$ cat config.mk
export PLATFORM = sky130hd
export DESIGN_NAME = alu_seq_flat
export DESIGN_NICKNAME = d
export VERILOG_FILES = /design/src/rtl/alu_seq_if.sv /design/src/rtl/alu_seq.sv /design/src/flat_wrapper.sv
export SDC_FILE = /design/constraint.sdc
export NUM_CORES = 1
export LEC_CHECK = 0
export ABC_AREA = 1
export CAP_MARGIN = 20
export CORE_ASPECT_RATIO = 0.9
export CORE_MARGIN = 5
export CORE_UTILIZATION = 45
export CTS_BUF_LIST = sky130_fd_sc_hd__clkbuf_8
export DETAILED_ROUTE_END_ITERATION = 7
export GPL_ROUTABILITY_DRIVEN = 0
export GPL_TIMING_DRIVEN = 0
export PLACE_DENSITY = 0.64
export SYNTH_ARGS = -nofsm -noshare
export SYNTH_HDL_FRONTEND = slang
export SYNTH_SLANG_ARGS = --single-unit
$ cat constraint.sdc
create_clock -name clk -period 1.9 [get_ports clk]
set_input_delay 0.19 -clock clk [delete_from_list [all_inputs] [get_ports clk]]
set_output_delay 0.19 -clock clk [all_outputs]
set_load 0.05 [all_outputs]
$ cat src/rtl/alu_seq_if.sv
// Operation request and result bundle for alu_seq.
interface alu_seq_if #(
  parameter int unsigned WIDTH = 13
);
  logic             start;
  logic [2:0]       sel;
  logic [WIDTH-1:0] a;
  logic [WIDTH-1:0] b;
  logic [WIDTH-1:0] result;
  logic             done;
  logic             busy;
  logic             zero;
  logic             carry;
  logic             overflow;

  modport master (
    output start, sel, a, b,
    input  result, done, busy, zero, carry, overflow
  );

  modport slave (
    input  start, sel, a, b,
    output result, done, busy, zero, carry, overflow
  );
endinterface

$ cat src/rtl/alu_seq.sv
// Sequential ALU: single-cycle arithmetic/logic ops, bit-serial shifts.
module alu_seq #(
  parameter int unsigned WIDTH = 13
) (
  input  logic       clk,
  input  logic       rst_n,
  alu_seq_if.slave   bus
);

  localparam int unsigned CntW = $clog2(WIDTH);
  localparam logic [WIDTH-1:0] WidthVal = WIDTH'(WIDTH);

  typedef enum logic [1:0] {StIdle, StShift, StDone} state_e;

  state_e           state_q, state_d;
  logic [WIDTH-1:0] acc_q, acc_d;
  logic [CntW-1:0]  cnt_q, cnt_d;
  logic             left_q, left_d;
  logic [WIDTH-1:0] res_q, res_d;
  logic             zero_q, zero_d;
  logic             carry_q, carry_d;
  logic             ovf_q, ovf_d;

  logic [WIDTH:0]   sum;
  logic [WIDTH-1:0] diff;
  logic [WIDTH-1:0] op_res;
  logic             op_carry;
  logic             op_ovf;
  logic             op_long;
  logic [WIDTH-1:0] shifted;
  logic             shift_out;

  assign sum       = {1'b0, bus.a} + {1'b0, bus.b};
  assign diff      = bus.a - bus.b;
  assign shifted   = left_q ? {acc_q[WIDTH-2:0], 1'b0} : {1'b0, acc_q[WIDTH-1:1]};
  assign shift_out = left_q ? acc_q[WIDTH-1] : acc_q[0];

  // Decode the requested operation; op_long marks shifts that need the serial path.
  always_comb begin
    op_res   = '0;
    op_carry = 1'b0;
    op_ovf   = 1'b0;
    op_long  = 1'b0;
    unique case (bus.sel)
      3'b000, 3'b100: begin
        op_res   = sum[WIDTH-1:0];
        op_carry = sum[WIDTH];
        op_ovf   = (bus.a[WIDTH-1] == bus.b[WIDTH-1]) && (sum[WIDTH-1] != bus.a[WIDTH-1]);
      end
      3'b001, 3'b101: begin
        op_res   = diff;
        op_carry = bus.a < bus.b;
        op_ovf   = (bus.a[WIDTH-1] != bus.b[WIDTH-1]) && (diff[WIDTH-1] != bus.a[WIDTH-1]);
      end
      3'b010, 3'b011: begin
        // b == 0 passes a through; b >= WIDTH shifts everything out (result stays 0).
        if (bus.b == '0) begin
          op_res = bus.a;
        end else if (bus.b < WidthVal) begin
          op_long = 1'b1;
        end
      end
      3'b110: op_res = bus.a & bus.b;
      3'b111: op_res = bus.a | bus.b;
      default: ;
    endcase
  end

  // Next-state: accept in IDLE/DONE, step the shifter in SHIFT, load results on DONE entry.
  always_comb begin
    state_d = state_q;
    acc_d   = acc_q;
    cnt_d   = cnt_q;
    left_d  = left_q;
    res_d   = res_q;
    zero_d  = zero_q;
    carry_d = carry_q;
    ovf_d   = ovf_q;
    case (state_q)
      StShift: begin
        acc_d = shifted;
        cnt_d = cnt_q - CntW'(1);
        if (cnt_q == CntW'(1)) begin
          state_d = StDone;
          res_d   = shifted;
          zero_d  = (shifted == '0);
          carry_d = shift_out;
          ovf_d   = 1'b0;
        end
      end
      default: begin
        if (bus.start) begin
          if (op_long) begin
            state_d = StShift;
            acc_d   = bus.a;
            cnt_d   = bus.b[CntW-1:0];
            left_d  = bus.sel[0];
          end else begin
            state_d = StDone;
            res_d   = op_res;
            zero_d  = (op_res == '0);
            carry_d = op_carry;
            ovf_d   = op_ovf;
          end
        end else if (state_q == StDone) begin
          state_d = StIdle;
        end
      end
    endcase
  end

  // State and datapath registers with asynchronous clear.
  always_ff @(posedge clk or negedge rst_n) begin
    if (!rst_n) begin
      state_q <= StIdle;
      acc_q   <= '0;
      cnt_q   <= '0;
      left_q  <= 1'b0;
      res_q   <= '0;
      zero_q  <= 1'b0;
      carry_q <= 1'b0;
      ovf_q   <= 1'b0;
    end else begin
      state_q <= state_d;
      acc_q   <= acc_d;
      cnt_q   <= cnt_d;
      left_q  <= left_d;
      res_q   <= res_d;
      zero_q  <= zero_d;
      carry_q <= carry_d;
      ovf_q   <= ovf_d;
    end
  end

  assign bus.result   = res_q;
  assign bus.zero     = zero_q;
  assign bus.carry    = carry_q;
  assign bus.overflow = ovf_q;
  assign bus.done     = (state_q == StDone);
  assign bus.busy     = (state_q == StShift);

endmodule

$ cat src/flat_wrapper.sv
// flat-port wrapper written by rule: the top's interface ports become plain ports
module alu_seq_flat 
#(
  parameter int unsigned WIDTH = 13
)
  (clk, rst_n, bus_start, bus_sel, bus_a, bus_b, bus_result, bus_done, bus_busy, bus_zero, bus_carry, bus_overflow);
  alu_seq_if #(.WIDTH(WIDTH)) bus_i ();
  input  logic clk;
  input  logic rst_n;
  input wire logic [$bits(bus_i.start)-1:0] bus_start;
  input wire logic [$bits(bus_i.sel)-1:0] bus_sel;
  input wire logic [$bits(bus_i.a)-1:0] bus_a;
  input wire logic [$bits(bus_i.b)-1:0] bus_b;
  output wire logic [$bits(bus_i.result)-1:0] bus_result;
  output wire logic [$bits(bus_i.done)-1:0] bus_done;
  output wire logic [$bits(bus_i.busy)-1:0] bus_busy;
  output wire logic [$bits(bus_i.zero)-1:0] bus_zero;
  output wire logic [$bits(bus_i.carry)-1:0] bus_carry;
  output wire logic [$bits(bus_i.overflow)-1:0] bus_overflow;
  assign bus_i.start = bus_start;
  assign bus_i.sel = bus_sel;
  assign bus_i.a = bus_a;
  assign bus_i.b = bus_b;
  assign bus_result = bus_i.result;
  assign bus_done = bus_i.done;
  assign bus_busy = bus_i.busy;
  assign bus_zero = bus_i.zero;
  assign bus_carry = bus_i.carry;
  assign bus_overflow = bus_i.overflow;
  alu_seq #(.WIDTH(WIDTH)) u_core (.clk(clk), .rst_n(rst_n), .bus(bus_i));
endmodule
==> run metrics, run 1 <==
Synth top area share ~22%; final cell count without fillers about 840; measured slew at the worst slew-check pin between 0.8 and 0.9 ns; area added between synthesis and finish 32.4%; num rows 32; flop-to-flop setup slack 0.01 ns; Starting Density ~47%; setup_tns -0.0428 ns; PortBufs between 40 and 50; clk root buf clkbuf_8; Initial DRT Pass Iterations 7; WL/cell 17.2 um; first-pass GRT wire length between 20000 and 25000 um; Ant. Diodes 0; Primary FF master, synth dfrtp_1; R2R Path End u_core.bus.zero; CTS max path bufs 2; worst skew pair latency between 0.2 and 0.3 ns; FF-to-FF Start u_core.state_q[0]; worst hold path type primary input to asynchronous set/reset pin; final core occ between 60% and 70%; CP Data Required Time between 2 and 2.5 ns; total vias in the final route 4729; die width between 100 and 150 um; synthesized area around 4000 um^2; die footprint around 11000 um^2; Avg Cell Area, Syn a little over 6 um^2; layout cell share with drive strength beyond 1 roughly 26%; Power Dens Cells about 550 nW/um^2; CTS tree done; CTS clk-pin slew, worst paths 0.08 ns; most common cell in the synthesized netlist nand2_1; critical path class primary input to flip-flop; cell with the largest stage delay on the worst path fa_2; RSZ-0062 raised after global routing yes; Routed WL 14500 um; initial antenna violation count 0; Die Y-Extent between 90 and 100 um; total power a little under 3 mW; number of synthesized flops with an enable pin 0; most area-hungry cell type in the Yosys netlist dfrtp_1; leakage about 2.5 nW; fill count around 850; CTS buffer count 5; fmax between 500 and 600 MHz; vias in the first global route between 4000 and 5000; worst clock skew approximately 0.0067 ns; FF/Latch Area around 900 um^2; antenna-violating nets left 0; ys async rst share between 90% and 100%; fin crit share 102%; violated checks hold timing, setup timing; synthesis-stage register bit count 36; Synthesized Nets 730; multi-input logic area ~3200 um^2; max cap viols 0; part of the Yosys area used for sequential elements between 20 and 25%; final hold vios 18; Crit Path Max Fanout 4; maximum VDD drop roughly 350 uV; largest net degree at the start of global routing 37; top cells by count, synth 161 x nand2_1, 91 x inv_1, 79 x nor2_1, 62 x nand3_1, 51 x o21ai_0; Tmin final between 1.5 and 2 ns; Final nets 800; CP Cell Sequence buf_8, inv_6, ha_4, inv_2, fa_2, o21ai_2, nand2_1, nor2_1, nand2_1, nand2_2, nand3_2, nor2_2, nand4_1, nor2_1, nand4_1, a21oi_2; Mapped Cells about 660; Arr. time, crit path between 2 and 2.5 ns; final slew viol count 0; Vias/cell about 5.6; Unique masters post-synth 34; Final setup viols 1; Synth Warn # 0; Area contributors post-synth dfrtp_1 22%, nand2_1 15%, ha_1 13%; CP delay by family, top simple AND/OR/NAND/NOR gates; Cells after DPL 823; drt initial violations 392; CTS HTree Levels 2; core footprint 8650 um^2; residual DRC count 0; hold_ws -0.0118 ns; outcome finished, violations left; CP Depth 16; Ports 50; Sink Count 36; Worst Path Buf+Inv 3; CP startpoint kind primary input; Setup crit end kind flip-flop; gr ovfl total 0; Total GRT Usage between 20% and 30%; Max-Slew Margin vs Limit between 40% and 50%; reg2reg path depth 10; CP max stage delay between 0.4 and 0.5 ns; crit path launch bus_a[0]; setup ws final -0.0428 ns; post-detail-place hpwl roughly 11000 um
[cells by family (layout without fill, tap and decap cells)]
| kind of cell | Yosys count | in the layout | share of synthesized area [%] |
|---|---|---|---|
| buf+inv | 118 | 188 | 11.6 |
| flops | 36 | 36 | 22.3 |
| simple gates | 333 | 333 | 34.9 |
| fa+ha+maj | 43 | 43 | 13.7 |
| xor+xnor | 3 | 3 | 0.651 |
| compound gates | 122 | 122 | 16.8 |
[cell type report]
class                   instances  area share (%)
multi-input cells             501            59.0
inverters                      97            7.38
plain buffers                  17            2.13
clock buffers                   7            1.80
repair buffers                 67            10.0
flip-flops and latches         36            16.9
well taps                     119            2.79
[metal layers]
metal,track usage (%),up-vias,share of wire (%)
li1,-,2284,-
met1,37.6,2208,45
met2,41.3,205,45
met3,5.34,32,7.7
met4,6.71,0,2.4
met5,0,-,0
[cells in the final DEF, fill, tap and decap left out, types with 6 or more instances in the layout]
| master | netlist | final |
|---|---|---|
| clkbuf_8 | 0 | 7 |
| clkbuf_2 | 0 | 16 |
| nor2_2 | 0 | 12 |
| ha_1 | 41 | 31 |
| buf_4 | 0 | 20 |
| ha_4 | 0 | 10 |
| dfrtp_1 | 36 | 36 |
| nand3_1 | 62 | 44 |
| inv_1 | 91 | 62 |
| nand3_2 | 0 | 15 |
| nor2_1 | 79 | 65 |
| clkdlybuf4s50_1 | 0 | 20 |
| buf_6 | 2 | 6 |
| nand2_1 | 161 | 140 |
| nand2_2 | 0 | 19 |
| a21oi_1 | 32 | 21 |
| a21oi_2 | 0 | 7 |
| a31oi_1 | 16 | 16 |
| nand4_1 | 16 | 16 |
| o21ai_0 | 51 | 47 |
| inv_2 | 3 | 26 |
| buf_2 | 6 | 10 |
[timing repair]
item | 4_1_cts | 5_1_grt
setup buffers | 13 | 5
pin swaps | 30 | 31
endpoints found under the setup margin | 37 | 25
resized for setup | 172 | 83
hold buffers | 0 | 0
[state kept, by name (all words and copies together) (netlist names)]
register,count
u_core.bus.carry,1
u_core.bus.zero,1
u_core.state_q,2
u_core.bus.overflow,1
u_core.bus.result,13
u_core.left_q,1
u_core.cnt_q,4
u_core.acc_q,13
[worst max path at each step]
stage / endpoint / slack (ns)
2_1_floorplan: u_core.bus.result[5] / 0.01
3_3_place_gp: u_core.bus.zero / -1.02
3_5_place_dp: u_core.bus.zero / -1.03
4_1_cts: u_core.bus.zero / -0.08
5_1_grt: u_core.bus.zero / -0.21
6_report: u_core.bus.zero / -0.04
[where the power goes]
group          switching [mW]  internal (mW)
Sequential             0.0415          0.838
Clock                   0.290          0.323
Combinational           0.935          0.515
Total                    1.27           1.68
[per-stage QoR]
step	worst slack, ns	area (um^2)
final	-0.0428	5340
after global routing	-0.215	5340
after CTS	-0.0836	5180
after detailed placement	-1.03	4680
after global placement	-1.02	4680
after floorplan	0.00976	4040
(Power assumes the default switching activity.)
==> run 2: changes to the inputs <==
--- a/config.mk
+++ b/config.mk
@@ -15,6 +15,7 @@
 export GPL_ROUTABILITY_DRIVEN = 0
 export GPL_TIMING_DRIVEN = 0
 export PLACE_DENSITY = 0.64
+export SLEW_MARGIN = 20
 export SYNTH_ARGS = -nofsm -noshare
 export SYNTH_HDL_FRONTEND = slang
 export SYNTH_SLANG_ARGS = --single-unit
==> run 2 against run 1 <==
Compared with the run above: the flow finishes with violations (setup timing); final cell count increased by 0.95%; routed wire length decreased by 0.63%; clock power decreased by 3%; via count increased by 0.30%; worst hold slack improved by 0.26 ns; clock skew decreased by 0.0024 ns; combinational power increased by 3%; flip-flop and latch count unchanged; clock-buffer cell count unchanged; sequential share of layout area decreased by 0.50 points; cell area increased by 3.1%; highest routed layer unchanged.
==> run metrics, run 2 (synthesis gave the netlist of run 1 again) <==
core footprint 8650 um^2 (unchanged); Ant. Diodes 0 (unchanged); cell with the largest stage delay on the worst path fa_2; setup ws final -0.0260 ns (+0.0168 ns); vias in the first global route 4562 (+0.64%); met1 Resource Use GR 37.8% (+0.17 points); Setup crit end kind flip-flop; setup_tns -0.0260 ns (+0.0168 ns); CTS tree done; GR peak layer met2; Power Dens Cells 540 nW/um^2 (-1.9%); Crit Path Max Fanout 2 (-2); largest net degree at the start of global routing 26 (-30%); Hold Startpoint bus_a[7]; final hold vios 0 (-18); measured slew at the worst slew-check pin 0.510 ns (-0.322 ns); RSZ-0062 raised after global routing yes; residual DRC count 0 (unchanged); gr ovfl total 0 (unchanged); outcome finished, violations left; Final nets 808 (+1.0%); die width 110 um (unchanged); drt initial violations 356 (-9.2%); max cap viols 0 (unchanged); CTS clk-pin slew, worst paths 0.07 ns (about the same); FF-to-FF Start u_core.state_q[0]; R2R Path End u_core.bus.zero; Initial DRT Pass Iterations 5 (-2); CTS HTree Levels 2 (unchanged); fmax 519 MHz (+0.87%); leading cell type in the layout, fill and taps excluded nand2_1; CP startpoint kind primary input; num rows 32 (unchanged); final slew viol count 0 (unchanged); total vias in the final route 4743 (+0.30%); Ports 50 (unchanged); violated checks setup timing; CP max stage delay 0.43 ns (about the same); M3 GR Usage 4.44% (-0.90 points); Hold Path Sink u_core.acc_q[7]; clk root buf clkbuf_8; Arr. time, crit path 2.15 ns (about the same); flop-to-flop setup slack 0.02 ns (about the same); crit path launch bus_a[0]; first-pass GRT wire length 23000 um (-0.30%); CP Cell Sequence buf_8, inv_4, ha_4, inv_4, fa_2, o21ai_2, nand2_1, nor2_1, nand2_1, nand2_2, nand3_2, nor2_2, nand4_1, nor2_2, nand4_1, a21oi_2; Vias/cell 5.57 (-0.65%); initial antenna violation count 0 (unchanged); CTS max path bufs 2 (unchanged); met2 Use GR 40.7% (-0.65 points); fin crit share 101% (-0.88 points); area added between synthesis and finish 36.5%; Max-Slew Margin vs Limit 65.9% (+21 points); CP delay by family, top simple AND/OR/NAND/NOR gates; Starting Density 46.6% (unchanged); Die Y-Extent 99.8 um (unchanged); Sink Count 36 (unchanged); Final setup viols 1 (unchanged); WL/cell 16.9 um (-1.6%); commonest cells after routing, fill and taps aside 139 x nand2_1, 65 x nor2_1, 58 x inv_1; Tmin final 1.93 ns (-0.0168 ns); Worst Path Buf+Inv 3 (unchanged); PortBufs 49 (unchanged); critical path class primary input to flip-flop; post-detail-place hpwl 10700 um (-0.60%); layout cell share with drive strength beyond 1 27.8% (+2.0 points); Hold Crit Depth 3; worst skew pair latency 0.29 ns (about the same); reg2reg path depth 10 (unchanged); maximum VDD drop 423 uV (+22%); final core occ 63.7% (+1.9 points); worst hold path type primary input to flip-flop; Total GRT Usage 26.3% (-0.25 points); worst clock skew 0.00424 ns (-0.00244 ns); CTS buffer count 5 (unchanged); die footprint 11000 um^2 (unchanged); Routed WL 14400 um (-0.63%); leakage 2.61 nW (+2.7%); CP Data Required Time 2.12 ns (about the same); antenna-violating nets left 0 (unchanged)
## run 2: changes by cell type in the layout (fill, tap and decap cells not counted), moves of 4 or more
cell,before,now
buf_4,20,26
buf_12,0,4
buf_6,6,2
inv_1,62,58
## run 2: metrics by stage
stage	std cells	setup slack, ns	total power, mW	hold slack (ns)	instance area, um^2
6_report	852	-0.0260	2.97	0.248	5510
5_1_grt	852	-0.141	3.15	0.249	5510
3_3_place_gp	823	-1.02	2.09	0.466	4680
2_1_floorplan	655	0.00976	1.67	-0.106	4040
3_5_place_dp	824	-1.00	2.10	0.0911	4700
4_1_cts	845	-0.0905	2.86	0.275	5250
## run 2: cell type report
class	count	area, um^2
Multi-Input combinational cell	501	3200
Fill cell	823	3140
Sequential cell	36	901
Timing Repair Buffer	77	669
Inverter	97	397
Tap cell	119	149
Clock buffer	7	96.3
Buffer	15	96.3
## run 2: worst max-delay path by stage
stage / endpoint / depth (start not counted)
3_5_place_dp: u_core.bus.zero / 14
2_1_floorplan: u_core.bus.result[5] / 10
4_1_cts: u_core.bus.zero / 16
5_1_grt: u_core.bus.zero / 18
6_report: u_core.bus.zero / 16
3_3_place_gp: u_core.bus.zero / 14
## run 2: where the power goes
part | leakage (nW) | internal (mW) | switching [mW] | total (mW)
Combinational | 2.16 | 0.548 | 0.950 | 1.50
Clock | 0.0503 | 0.323 | 0.272 | 0.595
Sequential | 0.398 | 0.838 | 0.0431 | 0.882
Total | 2.61 | 1.71 | 1.27 | 2.97
## run 2: per-layer routing
| layer | share of wire [%] | vias up |
|---|---|---|
| met5 | 0 | - |
| li1 | - | 2300 |
| met1 | 45 | 2150 |
| met2 | 45 | 250 |
| met4 | 2.7 | 0 |
| met3 | 8.2 | 43 |
## run 2: worst reg2reg max path, stage by stage, from the launching register on
cell and delay (ns):
dfrtp_1 0.42, nand2_2 0.16, buf_4 0.21, nand2_1 0.08
nor2_1 0.20, nand3_2 0.10, nor2_2 0.11, nand4_1 0.12
nor2_2 0.12, nand4_1 0.14, a21oi_2 0.16
## run 2: what timing repair did
item                                    4_1_cts  5_1_grt
pin swaps                                    40       45
endpoints found under the hold margin        11        0
endpoints found under the setup margin       37       35
hold buffers                                  1        0
resized for setup                           172       97
buffers inserted                             17        9
